## config.mk

```make
export PLATFORM = sky130hd
export DESIGN_NAME = iter_alu
export DESIGN_NICKNAME = d
export VERILOG_FILES = /design/src/rtl/iter_alu.sv
export SDC_FILE = /design/constraint.sdc
export NUM_CORES = 1
export LEC_CHECK = 0
export CORE_MARGIN = 4
export CORE_UTILIZATION = 55
export CTS_BUF_LIST = sky130_fd_sc_hd__clkbuf_2 sky130_fd_sc_hd__clkbuf_4 sky130_fd_sc_hd__clkbuf_8
export CTS_CLUSTER_DIAMETER = 60
export CTS_CLUSTER_SIZE = 16
export DETAILED_ROUTE_END_ITERATION = 16
export PLACE_DENSITY = 0.81
export REMOVE_ABC_BUFFERS = 1
export SYNTH_ARGS = -nofsm -noshare
export SYNTH_HDL_FRONTEND = slang
export SYNTH_SLANG_ARGS = --single-unit
```

## constraint.sdc

```tcl
create_clock -name clk -period 2.74 [get_ports clk]
set_clock_uncertainty 0.1 [all_clocks]
set_input_delay 0.548 -clock clk [delete_from_list [all_inputs] [get_ports clk]]
set_output_delay 0.548 -clock clk [all_outputs]
set_load 0.005 [all_outputs]
```

## src/rtl/iter_alu.sv

```systemverilog
// iter_alu: unsigned ALU with single-cycle logic/arith/compare/shift ops and
// iterative shift-add multiply and restoring divide (one bit per clock).
module iter_alu #(
   parameter int DATA_WIDTH = 8
) (
   input  logic                    clk,
   input  logic                    rst,
   input  logic [DATA_WIDTH-1:0]   operand_a,
   input  logic [DATA_WIDTH-1:0]   operand_b,
   input  logic [3:0]              alu_fun,
   input  logic                    in_valid,
   output logic                    in_ready,
   output logic [2*DATA_WIDTH-1:0] alu_out,
   output logic                    out_valid,
   output logic                    err
);

   localparam int OUT_WIDTH = 2 * DATA_WIDTH;
   localparam int CNT_W     = $clog2(DATA_WIDTH + 1);
   localparam logic [CNT_W-1:0] LAST_ITER = CNT_W'(DATA_WIDTH - 1);

   localparam logic [3:0] OP_ADD  = 4'd0;
   localparam logic [3:0] OP_SUB  = 4'd1;
   localparam logic [3:0] OP_MUL  = 4'd2;
   localparam logic [3:0] OP_DIV  = 4'd3;
   localparam logic [3:0] OP_AND  = 4'd4;
   localparam logic [3:0] OP_OR   = 4'd5;
   localparam logic [3:0] OP_NAND = 4'd6;
   localparam logic [3:0] OP_NOR  = 4'd7;
   localparam logic [3:0] OP_XOR  = 4'd8;
   localparam logic [3:0] OP_XNOR = 4'd9;
   localparam logic [3:0] OP_EQ   = 4'd10;
   localparam logic [3:0] OP_GT   = 4'd11;
   localparam logic [3:0] OP_LT   = 4'd12;
   localparam logic [3:0] OP_SHR  = 4'd13;
   localparam logic [3:0] OP_SHL  = 4'd14;
   localparam logic [3:0] OP_RSVD = 4'd15;

   typedef enum logic {IDLE, BUSY} state_t;

   state_t                 state_q;
   logic [CNT_W-1:0]       cnt_q;
   logic                   is_div_q;
   logic [OUT_WIDTH-1:0]   alu_out_q;
   logic                   out_valid_q;
   logic                   err_q;

   // Iteration datapath registers (no reset: always loaded at accept)
   logic [OUT_WIDTH-1:0]   acc_q, acc_d;
   logic [OUT_WIDTH-1:0]   mcand_q, mcand_d;
   logic [DATA_WIDTH-1:0]  mplier_q, mplier_d;
   logic [DATA_WIDTH-1:0]  rem_q, rem_d;
   logic [DATA_WIDTH-1:0]  quo_q, quo_d;
   logic [DATA_WIDTH-1:0]  divisor_q;
   logic [DATA_WIDTH:0]    shifted;

   logic accept;
   logic div_by_zero;
   logic starts_iter;

   // Result of every opcode that completes in the accept cycle.
   function automatic logic [OUT_WIDTH-1:0] single_result(
      input logic [3:0]            fun,
      input logic [DATA_WIDTH-1:0] a,
      input logic [DATA_WIDTH-1:0] b
   );
      logic [OUT_WIDTH-1:0]  r;
      logic [DATA_WIDTH:0]   wide;
      logic [DATA_WIDTH-1:0] narrow;
      r      = '0;
      wide   = '0;
      narrow = '0;
      case (fun)
         OP_ADD: begin
            wide = {1'b0, a} + {1'b0, b};
            r    = {{(DATA_WIDTH-1){1'b0}}, wide};
         end
         OP_SUB: begin
            // Bit DATA_WIDTH of the widened difference is the borrow.
            wide = {1'b0, a} - {1'b0, b};
            r    = {{(DATA_WIDTH-1){1'b0}}, wide};
         end
         OP_DIV: r = {a, {DATA_WIDTH{1'b1}}};
         OP_AND:  begin narrow = a & b;     r = {{DATA_WIDTH{1'b0}}, narrow}; end
         OP_OR:   begin narrow = a | b;     r = {{DATA_WIDTH{1'b0}}, narrow}; end
         OP_NAND: begin narrow = ~(a & b);  r = {{DATA_WIDTH{1'b0}}, narrow}; end
         OP_NOR:  begin narrow = ~(a | b);  r = {{DATA_WIDTH{1'b0}}, narrow}; end
         OP_XOR:  begin narrow = a ^ b;     r = {{DATA_WIDTH{1'b0}}, narrow}; end
         OP_XNOR: begin narrow = ~(a ^ b);  r = {{DATA_WIDTH{1'b0}}, narrow}; end
         OP_EQ:   r = {{(OUT_WIDTH-1){1'b0}}, (a == b)};
         OP_GT:   r = {{(OUT_WIDTH-1){1'b0}}, (a > b)};
         OP_LT:   r = {{(OUT_WIDTH-1){1'b0}}, (a < b)};
         OP_SHR:  begin narrow = a >> 1;    r = {{DATA_WIDTH{1'b0}}, narrow}; end
         OP_SHL: begin
            wide = {a, 1'b0};
            r    = {{(DATA_WIDTH-1){1'b0}}, wide};
         end
         default: r = '0;
      endcase
      return r;
   endfunction

   assign in_ready    = (state_q == IDLE);
   assign accept      = in_ready && in_valid;
   assign div_by_zero = (alu_fun == OP_DIV) && (operand_b == '0);
   assign starts_iter = (alu_fun == OP_MUL) || ((alu_fun == OP_DIV) && !div_by_zero);

   assign alu_out   = alu_out_q;
   assign out_valid = out_valid_q;
   assign err       = err_q;

   // One multiply step (shift-add) and one restoring-divide step per edge.
   always_comb begin
      acc_d    = acc_q + (mplier_q[0] ? mcand_q : '0);
      mcand_d  = mcand_q << 1;
      mplier_d = mplier_q >> 1;

      // Bring the next dividend bit (MSB of quo_q) into the partial remainder.
      shifted = {rem_q, quo_q[DATA_WIDTH-1]};
      rem_d   = shifted[DATA_WIDTH-1:0];
      quo_d   = {quo_q[DATA_WIDTH-2:0], 1'b0};
      if (shifted >= {1'b0, divisor_q}) begin
         // Difference is below the divisor, so it fits in DATA_WIDTH bits.
         rem_d    = shifted[DATA_WIDTH-1:0] - divisor_q;
         quo_d[0] = 1'b1;
      end
   end

   // Load operands at accept, then advance the iteration while busy.
   always_ff @(posedge clk) begin
      if (accept) begin
         acc_q     <= '0;
         mcand_q   <= {{DATA_WIDTH{1'b0}}, operand_a};
         mplier_q  <= operand_b;
         rem_q     <= '0;
         quo_q     <= operand_a;
         divisor_q <= operand_b;
      end else if (state_q == BUSY) begin
         acc_q    <= acc_d;
         mcand_q  <= mcand_d;
         mplier_q <= mplier_d;
         rem_q    <= rem_d;
         quo_q    <= quo_d;
      end
   end

   // Control FSM with registered result, valid pulse and error flag.
   always_ff @(posedge clk) begin
      if (rst) begin
         state_q     <= IDLE;
         cnt_q       <= '0;
         is_div_q    <= 1'b0;
         alu_out_q   <= '0;
         out_valid_q <= 1'b0;
         err_q       <= 1'b0;
      end else begin
         out_valid_q <= 1'b0;
         err_q       <= 1'b0;
         case (state_q)
            IDLE: begin
               if (in_valid) begin
                  if (starts_iter) begin
                     state_q  <= BUSY;
                     cnt_q    <= '0;
                     is_div_q <= (alu_fun == OP_DIV);
                  end else begin
                     alu_out_q   <= single_result(alu_fun, operand_a, operand_b);
                     out_valid_q <= 1'b1;
                     err_q       <= (alu_fun == OP_RSVD) || div_by_zero;
                  end
               end
            end
            BUSY: begin
               cnt_q <= cnt_q + CNT_W'(1);
               if (cnt_q == LAST_ITER) begin
                  state_q     <= IDLE;
                  alu_out_q   <= is_div_q ? {rem_d, quo_d} : acc_d;
                  out_valid_q <= 1'b1;
               end
            end
            default: state_q <= IDLE;
         endcase
      end
   end

endmodule

```

==> flow_summary.json <==
{
  "status": "finished clean",
  "critPathKind": "in -> reg",
  "synthArstFlopShare_pct": 0,
  "hold_viol": 0,
  "synth_top_cell_area_share_pct": 16.7,
  "ys_seq_area_share_pct": 31.0,
  "antenna_cells": 0,
  "crit_fanout": 3,
  "wirelength_um": 22100,
  "routed_via_density": 6.37,
  "design_area_um2": 8680,
  "grt_max_degree": 28,
  "hold_class": "reg -> reg",
  "grt_pass1_vias": 6735,
  "ant_nets": 0,
  "clk_latency_ns": 0.38,
  "max_freq_mhz": 371,
  "synth-seq-cells": 88,
  "relSlewSlack_pct": 56.2,
  "synth_flop_cell": "dfxtp_1",
  "critPathRequiredTime_ns": 2.89,
  "row_count": 40,
  "numCtsBuffers": 9,
  "period_minus_slack_ns": 2.70,
  "final-setup-viol-count": 0,
  "grt_first_pass_wirelength_um": 34100,
  "syn_area_per_cell_um2": 8.09,
  "power_uw": 3270,
  "synth_warnings": 0,
  "rsz0062_at_grt": "yes",
  "cts_buffer_depth": 2,
  "start_kind": "primary input",
  "antenna_found_initial": 0,
  "finalWeightedCongestion": 1.02,
  "drtIter0Drc": 792,
  "postSynthCellCount": 830,
  "drcViolationCount": 0,
  "crit_arrival_ns": 2.85,
  "hold_buffers": 0,
  "drt_first_pass_iters": 6,
  "area_delta_synth_final_pct": 29.3,
  "cts_tree": "yes",
  "synth_cell_types": 84,
  "start_util_pct": 56.1,
  "nets": 1053,
  "wl_per_cell_um": 19.6,
  "worstMarginPinSlew_ns": 0.640,
  "overflow": 0,
  "detailedPlace.worstSlack_ns": -0.407,
  "synthTopCellsByArea": "dfxtp_1 17%, edfxtp_1 14%, ha_1 9.1%",
  "die_h_um": 118,
  "die_x_um": 118,
  "core-area_um2": 12000,
  "ctsRootBufferMaster": "clkbuf_8",
  "htree_levels": 3,
  "io_pins": 42,
  "p_leak_uw": 0.00364,
  "grt_usage_pct": 30.1,
  "placed_area_um2": 8200,
  "synth_edf_count": 32,
  "io_buffers": 41,
  "dieArea_um2": 14000,
  "drive_gt1_share_pct": 22.0,
  "syn-cell-area_um2": 6710,
  "slew_viol_final": 0,
  "vias": 7197,
  "end_kind": "register",
  "peakVddDrop_v": 0.000238,
  "fin_crit_sh_pct": 98.4,
  "clk_pin_slew_worst_paths_ns": 0.09,
  "clock-sinks": 88,
  "layout_commonest_cell": "buf_4",
  "maxCapViolCount": 0,
  "yosys.area.top_type": "dfxtp_1",
  "final_cell_mix": "135 x buf_4, 120 x nand2_1, 56 x dfxtp_1",
  "hpwl_um": 16200,
  "p_per_area_nw_per_um2": 377,
  "worst_slack_ns": 0.0441
}
==> worst max-delay path: stages <==
cell	delay [ns]
clkdlybuf4s50_1	0.50
inv_2	0.08
buf_4	0.14
fa_1	0.44
o21bai_1	0.20
a21oi_2	0.12
buf_4	0.15
o21ai_1	0.15
o22ai_1	0.11
o31ai_2	0.30
a211oi_2	0.10
==> metal layers <==
metal	global-route usage (%)	vias to the layer above	part of all wire [%]
met5	0	-	0
met4	11.2	0	3.8
met3	6.60	85	9.0
met2	48.8	390	46
met1	39.5	3392	41
li1	-	3330	-
==> per-stage QoR <==
stage | util, % | hold WS [ns] | TNS [ns] | cells
after detailed placement | 68.5 | 0.356 | -2.79 | 1108
final | 72.6 | 0.371 | 0 | 1129
after CTS | 70.8 | 0.370 | 0 | 1127
after floorplan | - | 0.332 | -5.57 | 783
after global placement | 68.5 | 0.348 | -2.15 | 1108
after global routing | 72.6 | 0.391 | -0.135 | 1129
==> synthesized netlist by cell type (10+ instances only) <==
cell	n
clkbuf_1	27
nand3_1	14
edfxtp_1	32
o21ai_0	51
nor2_1	53
a22o_1	10
nor3_1	17
dfxtp_1	56
a21o_1	12
nand2_1	120
a21oi_1	42
inv_1	52
ha_1	49
o22ai_1	14
buf_2	13
nand2b_1	20
o31ai_1	11
xnor2_1	15
and2_1	16
o211ai_1	15
a211oi_1	13
==> final timing paths <==
| path | from | end | slack (ns) | depth (start not counted) |
|---|---|---|---|---|
| hold / removal | acc_q[12] | acc_q[12] | 0.37 | 2 |
| hold reg to reg | acc_q[12] | acc_q[12] | 0.37 | 2 |
| setup / recovery | operand_a[1] | alu_out[8] | 0.04 | 11 |
| setup reg to reg | mplier_q[0] | alu_out[11] | 0.06 | 11 |
==> final cells by class <==
class / count / area, um^2
multi-input cells: 641 / 4490
fillers: 913 / 3280
flip-flops and latches: 88 / 2080
repair buffers: 183 / 1550
inverters: 54 / 203
well taps: 147 / 184
clock buffers: 11 / 139
clock inverters: 5 / 33.8
==> state kept, by name, summed over array words and instances (netlist names) <==
name       cells
mcand_q       16
state_q        1
mplier_q       8
out_valid      1
is_div_q       1
acc_q         16
quo_q          8
divisor_q      8
alu_out       16
err            1
rem_q          8
cnt_q          4
==> power by group <==
group | switching, uW | total [uW] | internal [uW]
clock network | 494 | 845 | 351
logic | 508 | 955 | 447
registers | 41.8 | 1470 | 1430
total | 1040 | 3270 | 2230
==> repair_timing <==
item                                    in CTS  in global routing
gates resized for setup                     10                 42
pin swaps                                    6                 18
setup buffers                                3                  2
endpoints found under the setup margin      12                 16
==> cells by family (layout without fill, tap and decap cells) <==
| family | Yosys count | count (layout) | share of synthesized area (%) |
|---|---|---|---|
| buffers and inverters | 101 | 253 | 6.00 |
| AOI/OAI and AO/OA | 267 | 267 | 27.6 |
| xor gates and xnor gates | 20 | 20 | 2.61 |
| DFF | 88 | 88 | 31.0 |
| and+or+nand+nor | 292 | 292 | 21.1 |
| adders and majority gates | 53 | 53 | 10.3 |
| muxes | 9 | 9 | 1.38 |
Power figures use the tool's default switching activity.
